[config.mk]
export PLATFORM = sky130hd
export DESIGN_NAME = sle_seq_ctrl_flat
export DESIGN_NICKNAME = d
export VERILOG_FILES = /design/src/rtl/sle_seq_ctrl_if.sv /design/src/rtl/sle_seq_ctrl.sv /design/src/flat_wrapper.sv
export SDC_FILE = /design/constraint.sdc
export NUM_CORES = 1
export LEC_CHECK = 0
export BUFFER_PORTS_ARGS = -buffer_cell sky130_fd_sc_hd__buf_2
export CAP_MARGIN = 20
export CORE_MARGIN = 2
export CORE_UTILIZATION = 30
export DETAILED_ROUTE_END_ITERATION = 10
export SKIP_LAST_GASP = 1
export SLEW_MARGIN = 20
export SYNTH_ARGS = -nofsm -noshare
export SYNTH_HDL_FRONTEND = slang
export SYNTH_SLANG_ARGS = --single-unit
[constraint.sdc]
create_clock -name clk -period 4.38 [get_ports clk]
set_clock_uncertainty 0.15 [all_clocks]
set_input_delay 0.438 -clock clk [delete_from_list [all_inputs] [get_ports clk]]
set_output_delay 0.438 -clock clk [all_outputs]
set_load 0.05 [all_outputs]
[src/rtl/sle_seq_ctrl_if.sv]
// Request/completion bundle between the two requesters and the SLE sequencer.
// Requester fields are packed two-wide; bit/slice i belongs to requester i.
interface sle_seq_ctrl_if #(
  parameter int CNT_W = 8
);
  logic [1:0]         req_valid;
  logic [3:0]         req_op;
  logic [1:0]         req_val;
  logic [2*CNT_W-1:0] req_len;
  logic [1:0]         req_ready;
  logic               busy;
  logic               done;
  logic               done_id;

  modport master (
    output req_valid, req_op, req_val, req_len,
    input  req_ready, busy, done, done_id
  );

  modport slave (
    input  req_valid, req_op, req_val, req_len,
    output req_ready, busy, done, done_id
  );
endinterface

[src/rtl/sle_seq_ctrl.sv]
// Round-robin sequencer driving one SLE cell in flip-flop mode: async load,
// sync set, timed capture or no-op, with a one-cycle done pulse per command.
module sle_seq_ctrl #(
  parameter int ALN_CYC = 2,
  parameter int CNT_W   = 8
) (
  input  logic           clk,
  input  logic           rst,
  sle_seq_ctrl_if.slave  bus,
  output logic           sle_aln,
  output logic           sle_adn,
  output logic           sle_en,
  output logic           sle_sln,
  output logic           sle_sd,
  output logic           sle_lat
);

  typedef enum logic [2:0] {
    S_IDLE  = 3'd0,
    S_ALOAD = 3'd1,
    S_SLOAD = 3'd2,
    S_CAPT  = 3'd3,
    S_DONE  = 3'd4
  } state_t;

  localparam logic [1:0]       OP_NOP   = 2'b00;
  localparam logic [1:0]       OP_ALOAD = 2'b01;
  localparam logic [1:0]       OP_SLOAD = 2'b10;
  localparam logic [1:0]       OP_CAPT  = 2'b11;
  localparam logic [CNT_W-1:0] CNT_ONE  = CNT_W'(1);
  localparam logic [CNT_W-1:0] CNT_ZERO = CNT_W'(0);
  localparam logic [CNT_W-1:0] ALN_LAST = CNT_W'(ALN_CYC - 1);

  state_t           state_q, state_d;
  logic [CNT_W-1:0] cnt_q, cnt_d;
  logic             id_q, id_d;
  logic             ptr_q, ptr_d;
  logic             done_q, done_d;
  logic             done_id_q, done_id_d;
  logic             aln_q, aln_d;
  logic             adn_q, adn_d;
  logic             en_q, en_d;
  logic             sln_q, sln_d;
  logic             sd_q, sd_d;

  logic [1:0]       grant_s;
  logic             sel_s;
  logic [1:0]       op_s;
  logic             val_s;
  logic [CNT_W-1:0] len_s;

  // ptr_q names the requester served last; on a tie the other one wins.
  always_comb begin
    grant_s = 2'b00;
    if ((state_q == S_IDLE) && !rst) begin
      if (bus.req_valid[0] && (!bus.req_valid[1] || ptr_q)) begin
        grant_s = 2'b01;
      end else if (bus.req_valid[1]) begin
        grant_s = 2'b10;
      end else begin
        grant_s = 2'b00;
      end
    end else begin
      grant_s = 2'b00;
    end
  end

  assign sel_s = grant_s[1];
  assign op_s  = sel_s ? bus.req_op[3:2] : bus.req_op[1:0];
  assign val_s = sel_s ? bus.req_val[1]  : bus.req_val[0];
  assign len_s = sel_s ? bus.req_len[2*CNT_W-1:CNT_W] : bus.req_len[CNT_W-1:0];

  // Next-state and next-pin computation; pins default to their idle values.
  always_comb begin
    state_d   = state_q;
    cnt_d     = cnt_q;
    id_d      = id_q;
    ptr_d     = ptr_q;
    done_d    = 1'b0;
    done_id_d = 1'b0;
    aln_d     = 1'b1;
    adn_d     = 1'b1;
    en_d      = 1'b0;
    sln_d     = 1'b0;
    sd_d      = 1'b0;
    case (state_q)
      S_IDLE: begin
        if (grant_s != 2'b00) begin
          id_d = sel_s;
          case (op_s)
            OP_ALOAD: begin
              state_d = S_ALOAD;
              cnt_d   = ALN_LAST;
              aln_d   = 1'b0;
              adn_d   = ~val_s;
            end
            OP_SLOAD: begin
              state_d = S_SLOAD;
              en_d    = 1'b1;
              sd_d    = val_s;
            end
            OP_CAPT: begin
              if (len_s == CNT_ZERO) begin
                state_d   = S_DONE;
                done_d    = 1'b1;
                done_id_d = sel_s;
              end else begin
                state_d = S_CAPT;
                cnt_d   = len_s - CNT_ONE;
                en_d    = 1'b1;
                sln_d   = 1'b1;
              end
            end
            OP_NOP: begin
              state_d   = S_DONE;
              done_d    = 1'b1;
              done_id_d = sel_s;
            end
            default: begin
              state_d   = S_DONE;
              done_d    = 1'b1;
              done_id_d = sel_s;
            end
          endcase
        end else begin
          state_d = S_IDLE;
        end
      end
      S_ALOAD: begin
        if (cnt_q == CNT_ZERO) begin
          state_d   = S_DONE;
          done_d    = 1'b1;
          done_id_d = id_q;
        end else begin
          cnt_d = cnt_q - CNT_ONE;
          aln_d = 1'b0;
          adn_d = adn_q;
        end
      end
      S_SLOAD: begin
        state_d   = S_DONE;
        done_d    = 1'b1;
        done_id_d = id_q;
      end
      S_CAPT: begin
        if (cnt_q == CNT_ZERO) begin
          state_d   = S_DONE;
          done_d    = 1'b1;
          done_id_d = id_q;
        end else begin
          cnt_d = cnt_q - CNT_ONE;
          en_d  = 1'b1;
          sln_d = 1'b1;
        end
      end
      S_DONE: begin
        state_d = S_IDLE;
        ptr_d   = id_q;
      end
      default: begin
        state_d = S_IDLE;
      end
    endcase
  end

  // All state and cell pins are flops so the cell never sees an input glitch.
  always_ff @(posedge clk or posedge rst) begin
    if (rst) begin
      state_q   <= S_IDLE;
      cnt_q     <= CNT_ZERO;
      id_q      <= 1'b0;
      ptr_q     <= 1'b1;
      done_q    <= 1'b0;
      done_id_q <= 1'b0;
      aln_q     <= 1'b1;
      adn_q     <= 1'b1;
      en_q      <= 1'b0;
      sln_q     <= 1'b0;
      sd_q      <= 1'b0;
    end else begin
      state_q   <= state_d;
      cnt_q     <= cnt_d;
      id_q      <= id_d;
      ptr_q     <= ptr_d;
      done_q    <= done_d;
      done_id_q <= done_id_d;
      aln_q     <= aln_d;
      adn_q     <= adn_d;
      en_q      <= en_d;
      sln_q     <= sln_d;
      sd_q      <= sd_d;
    end
  end

  assign bus.req_ready = grant_s;
  assign bus.busy      = (state_q != S_IDLE);
  assign bus.done      = done_q;
  assign bus.done_id   = done_id_q;
  assign sle_aln       = aln_q;
  assign sle_adn       = adn_q;
  assign sle_en        = en_q;
  assign sle_sln       = sln_q;
  assign sle_sd        = sd_q;
  assign sle_lat       = 1'b0;

endmodule

[src/flat_wrapper.sv]
// flat-port wrapper written by rule: the top's interface ports become plain ports
module sle_seq_ctrl_flat 
#(
  parameter int ALN_CYC = 2,
  parameter int CNT_W   = 8
)
  (clk, rst, sle_aln, sle_adn, sle_en, sle_sln, sle_sd, sle_lat, bus_req_valid, bus_req_op, bus_req_val, bus_req_len, bus_req_ready, bus_busy, bus_done, bus_done_id);
  sle_seq_ctrl_if #(.CNT_W(CNT_W)) bus_i ();
  input  logic clk;
  input  logic rst;
  output logic sle_aln;
  output logic sle_adn;
  output logic sle_en;
  output logic sle_sln;
  output logic sle_sd;
  output logic sle_lat;
  input wire logic [$bits(bus_i.req_valid)-1:0] bus_req_valid;
  input wire logic [$bits(bus_i.req_op)-1:0] bus_req_op;
  input wire logic [$bits(bus_i.req_val)-1:0] bus_req_val;
  input wire logic [$bits(bus_i.req_len)-1:0] bus_req_len;
  output wire logic [$bits(bus_i.req_ready)-1:0] bus_req_ready;
  output wire logic [$bits(bus_i.busy)-1:0] bus_busy;
  output wire logic [$bits(bus_i.done)-1:0] bus_done;
  output wire logic [$bits(bus_i.done_id)-1:0] bus_done_id;
  assign bus_i.req_valid = bus_req_valid;
  assign bus_i.req_op = bus_req_op;
  assign bus_i.req_val = bus_req_val;
  assign bus_i.req_len = bus_req_len;
  assign bus_req_ready = bus_i.req_ready;
  assign bus_busy = bus_i.busy;
  assign bus_done = bus_i.done;
  assign bus_done_id = bus_i.done_id;
  sle_seq_ctrl #(.ALN_CYC(ALN_CYC), .CNT_W(CNT_W)) u_core (.clk(clk), .rst(rst), .bus(bus_i), .sle_aln(sle_aln), .sle_adn(sle_adn), .sle_en(sle_en), .sle_sln(sle_sln), .sle_sd(sle_sd), .sle_lat(sle_lat));
endmodule
==> flow_metrics.env <==
export IMPL_yosysSeqAreaShare_pct=31.51
export IMPL_gp_congestion=0.9551
export IMPL_crit_fanout=10
export IMPL_crit_path_end_kind="flip-flop"
export IMPL_antenna_found_initial=0
export IMPL_setup_violations=0
export IMPL_grt_pass1_wl_um=7376
export IMPL_hold_viol_final=0
export IMPL_drc_errors=0
export IMPL_ant_nets=0
export IMPL_die_y_um=77.04
export IMPL_p_per_area_mw_per_mm2=554.1
export IMPL_outcome="finished clean"
export IMPL_nets=254
export IMPL_initial_core_util_pct=31.13
export IMPL_numCtsBuffers=3
export IMPL_cts_tree="built"
export IMPL_portBuffers=35
export IMPL_synth_edf_count=0
export IMPL_synth_seq_cells=20
export IMPL_critPathKind="flip-flop to flip-flop"
export IMPL_clock_fmax_mhz=248.9
export IMPL_hpwl_um=3508
export IMPL_ctsResizeCount=0
export IMPL_area_growth_pct=19.47
export IMPL_top_register="u_core.cnt_q"
export IMPL_gr_total_overflow=0
export IMPL_h_tree_depth=1
export IMPL_cp_data_required_time_ns=4.37
export IMPL_top_regs="u_core.cnt_q: 8 flops, u_core.state_q: 3 flops"
export IMPL_insertion_delay_ns=0.26
export IMPL_cts_sinks=20
export IMPL_holdBufCountCts=0
export IMPL_clk_pin_slew_ns=0.08
export IMPL_post_cts_buffers=0
export IMPL_drt_iter0_markers=97
export IMPL_dieArea_mm2=0.005934
export IMPL_core_area_mm2=0.005140
export IMPL_drive_gt1_share_pct=26.48
export IMPL_via_per_inst=5.412
export IMPL_timing_hold_ws_ns=0.1792
export IMPL_num_vias=1564
export IMPL_finalSetupTns_ns=0
export IMPL_fin_crit_sh_pct=91.72
export IMPL_hp_class="input pin to asynchronous set/reset pin"
export IMPL_syn_area_per_cell_um2=8.793
export IMPL_cap_violations=0
export IMPL_netlist_area_mm2=0.001600
export IMPL_finalPower_uw=1059
export IMPL_rsz0062_at_grt="no"
export IMPL_irDropWorstVdd_v=0.0003241
export IMPL_ys_warn_count=0
export IMPL_synthCells=182
export IMPL_async_flop_share_pct=100.0
export IMPL_firstDrtPassIters=4
export IMPL_arrival_ns=4.01
export IMPL_synth_ff_type="dfrtp_1"
export IMPL_grt_start_max_net_pins=21
export IMPL_wl_per_cell_um=14.69
export IMPL_rows=26
export IMPL_die_width_um=77.04
export IMPL_grt_pass1_vias=1541
export IMPL_reg2reg_depth=9
export IMPL_syn_nets=216
export IMPL_drv_slew=0
export IMPL_drt_wl_total_um=4244
export IMPL_io_pins=37
export IMPL_period_needed_ns=4.018
export IMPL_largest_register_ffs=8
export IMPL_tightest_slew_ns=0.7590
export IMPL_clock_root_buffer="clkbuf_8"
export IMPL_track_usage_pct=14.99
export IMPL_cts_buffer_depth=2
export IMPL_relSlewSlack_pct=49.35
export IMPL_ys_types=52
export IMPL_start_kind="flip-flop"
export IMPL_leakagePower_uw=0.0008510
export IMPL_antenna_cells=0
[final cells by class]
cell class / instances / area, µm²
Fill cell: 583 / 3228
Multi-Input combinational cell: 142 / 999.7
Sequential cell: 20 / 504.2
Timing Repair Buffer: 41 / 220.2
Tap cell: 70 / 87.58
Clock buffer: 4 / 55.05
Inverter: 12 / 45.04
[critical path: stages, from the launching register on]
cell,delay (ns)
dfrtp_1,0.45
or4_1,0.58
o21ai_0,0.23
and2_1,0.18
ha_1,0.18
or4b_2,0.64
or4_4,0.52
a211o_1,0.50
nand2_8,0.17
mux2_4,0.30
[layer usage]
layer  part of all wire [%]  wire length [µm]  vias to the layer above  global-route usage, %
met5                      0                 0                        -                      0
met4                   0.19                 8                        0                  1.071
met3                    4.4               185                        2                  2.706
met2                     49              2061                       38                  25.79
met1                     47              1988                      747                  20.48
li1                       -                 -                      777                      -
[metrics by stage]
step	utilization, %	worst slack, ns	cell area, µm²	std cells
floorplan	-	0.3937	1600	182
finish	37.20	0.3625	1912	289
detailed placement	36.12	0.2981	1857	285
CTS	37.20	0.3923	1912	289
global placement	36.12	0.3550	1857	285
global route	37.20	0.1768	1912	289
[cells by family after synthesis]
family,Yosys count,synth area share (%)
XOR/XNOR,2,1.095
AO/OA/AOI/OAI,61,26.66
other,1,0.2343
adder cells (fa/ha/maj),8,6.255
multiplexers,8,5.317
AND/OR/NAND/NOR,62,22.91
flip-flops,20,31.51
buffers and inverters,20,6.020
[synth_stat cells (all sizes together), types with 2 or more instances]
library cell	n	area, µm²
nor3b	2	15.01
mux2i	7	70.07
or4	5	41.29
a211oi	2	15.01
o21ai	16	83.83
nand4	4	25.02
o311ai	2	17.52
a211o	2	17.52
o31ai	4	30.03
buf	5	40.04
o22ai	2	12.51
or3	6	37.54
xnor2	2	17.52
ha	8	100.1
o2bb2ai	4	35.03
clkbuf	3	11.26
o211ai	6	45.04
a21o	2	15.01
nand3	10	50.05
a32oi	2	17.52
nor3	3	15.01
inv	12	45.04
nor2	7	26.28
dfrtp	17	425.4
nand2	12	61.31
nand2b	3	18.77
nor4	6	43.79
a21boi	2	18.77
dfstp	3	78.83
a21oi	8	40.04
[worst paths after layout]
kind / start / slack (ns) / endpoint
hold reg to reg: u_core.ptr_q / 0.36 / u_core.ptr_q
setup / recovery: u_core.state_q[2] / 0.36 / u_core.cnt_q[1]
max in group asynchronous: rst / 3.42 / u_core.cnt_q[7]
min in group clk: bus_req_val[0] / 0.35 / u_core.sle_adn
setup reg to reg: u_core.state_q[2] / 0.36 / u_core.cnt_q[1]
hold / removal: rst / 0.18 / u_core.state_q[1]
[where the power goes]
group	leakage, µW	switching, µW	internal, µW
combinational	0.000568	394	214
clock	0.0000288	60.5	80.0
sequential	0.000254	55.6	256
total	0.000851	510	550
[placed cells by master (no fill, tap or decap), types with 5 or more instances in the layout]
master     n
buf_2     35
o21ai_0   15
nand2_1   11
nand3_1   10
a21oi_1    8
nor2_1     7
ha_1       8
buf_4      6
inv_1     12
nor4_1     5
or3_1      6
o211ai_1   6
mux2i_1    7
dfrtp_1   17
(Power assumes the default switching activity.)
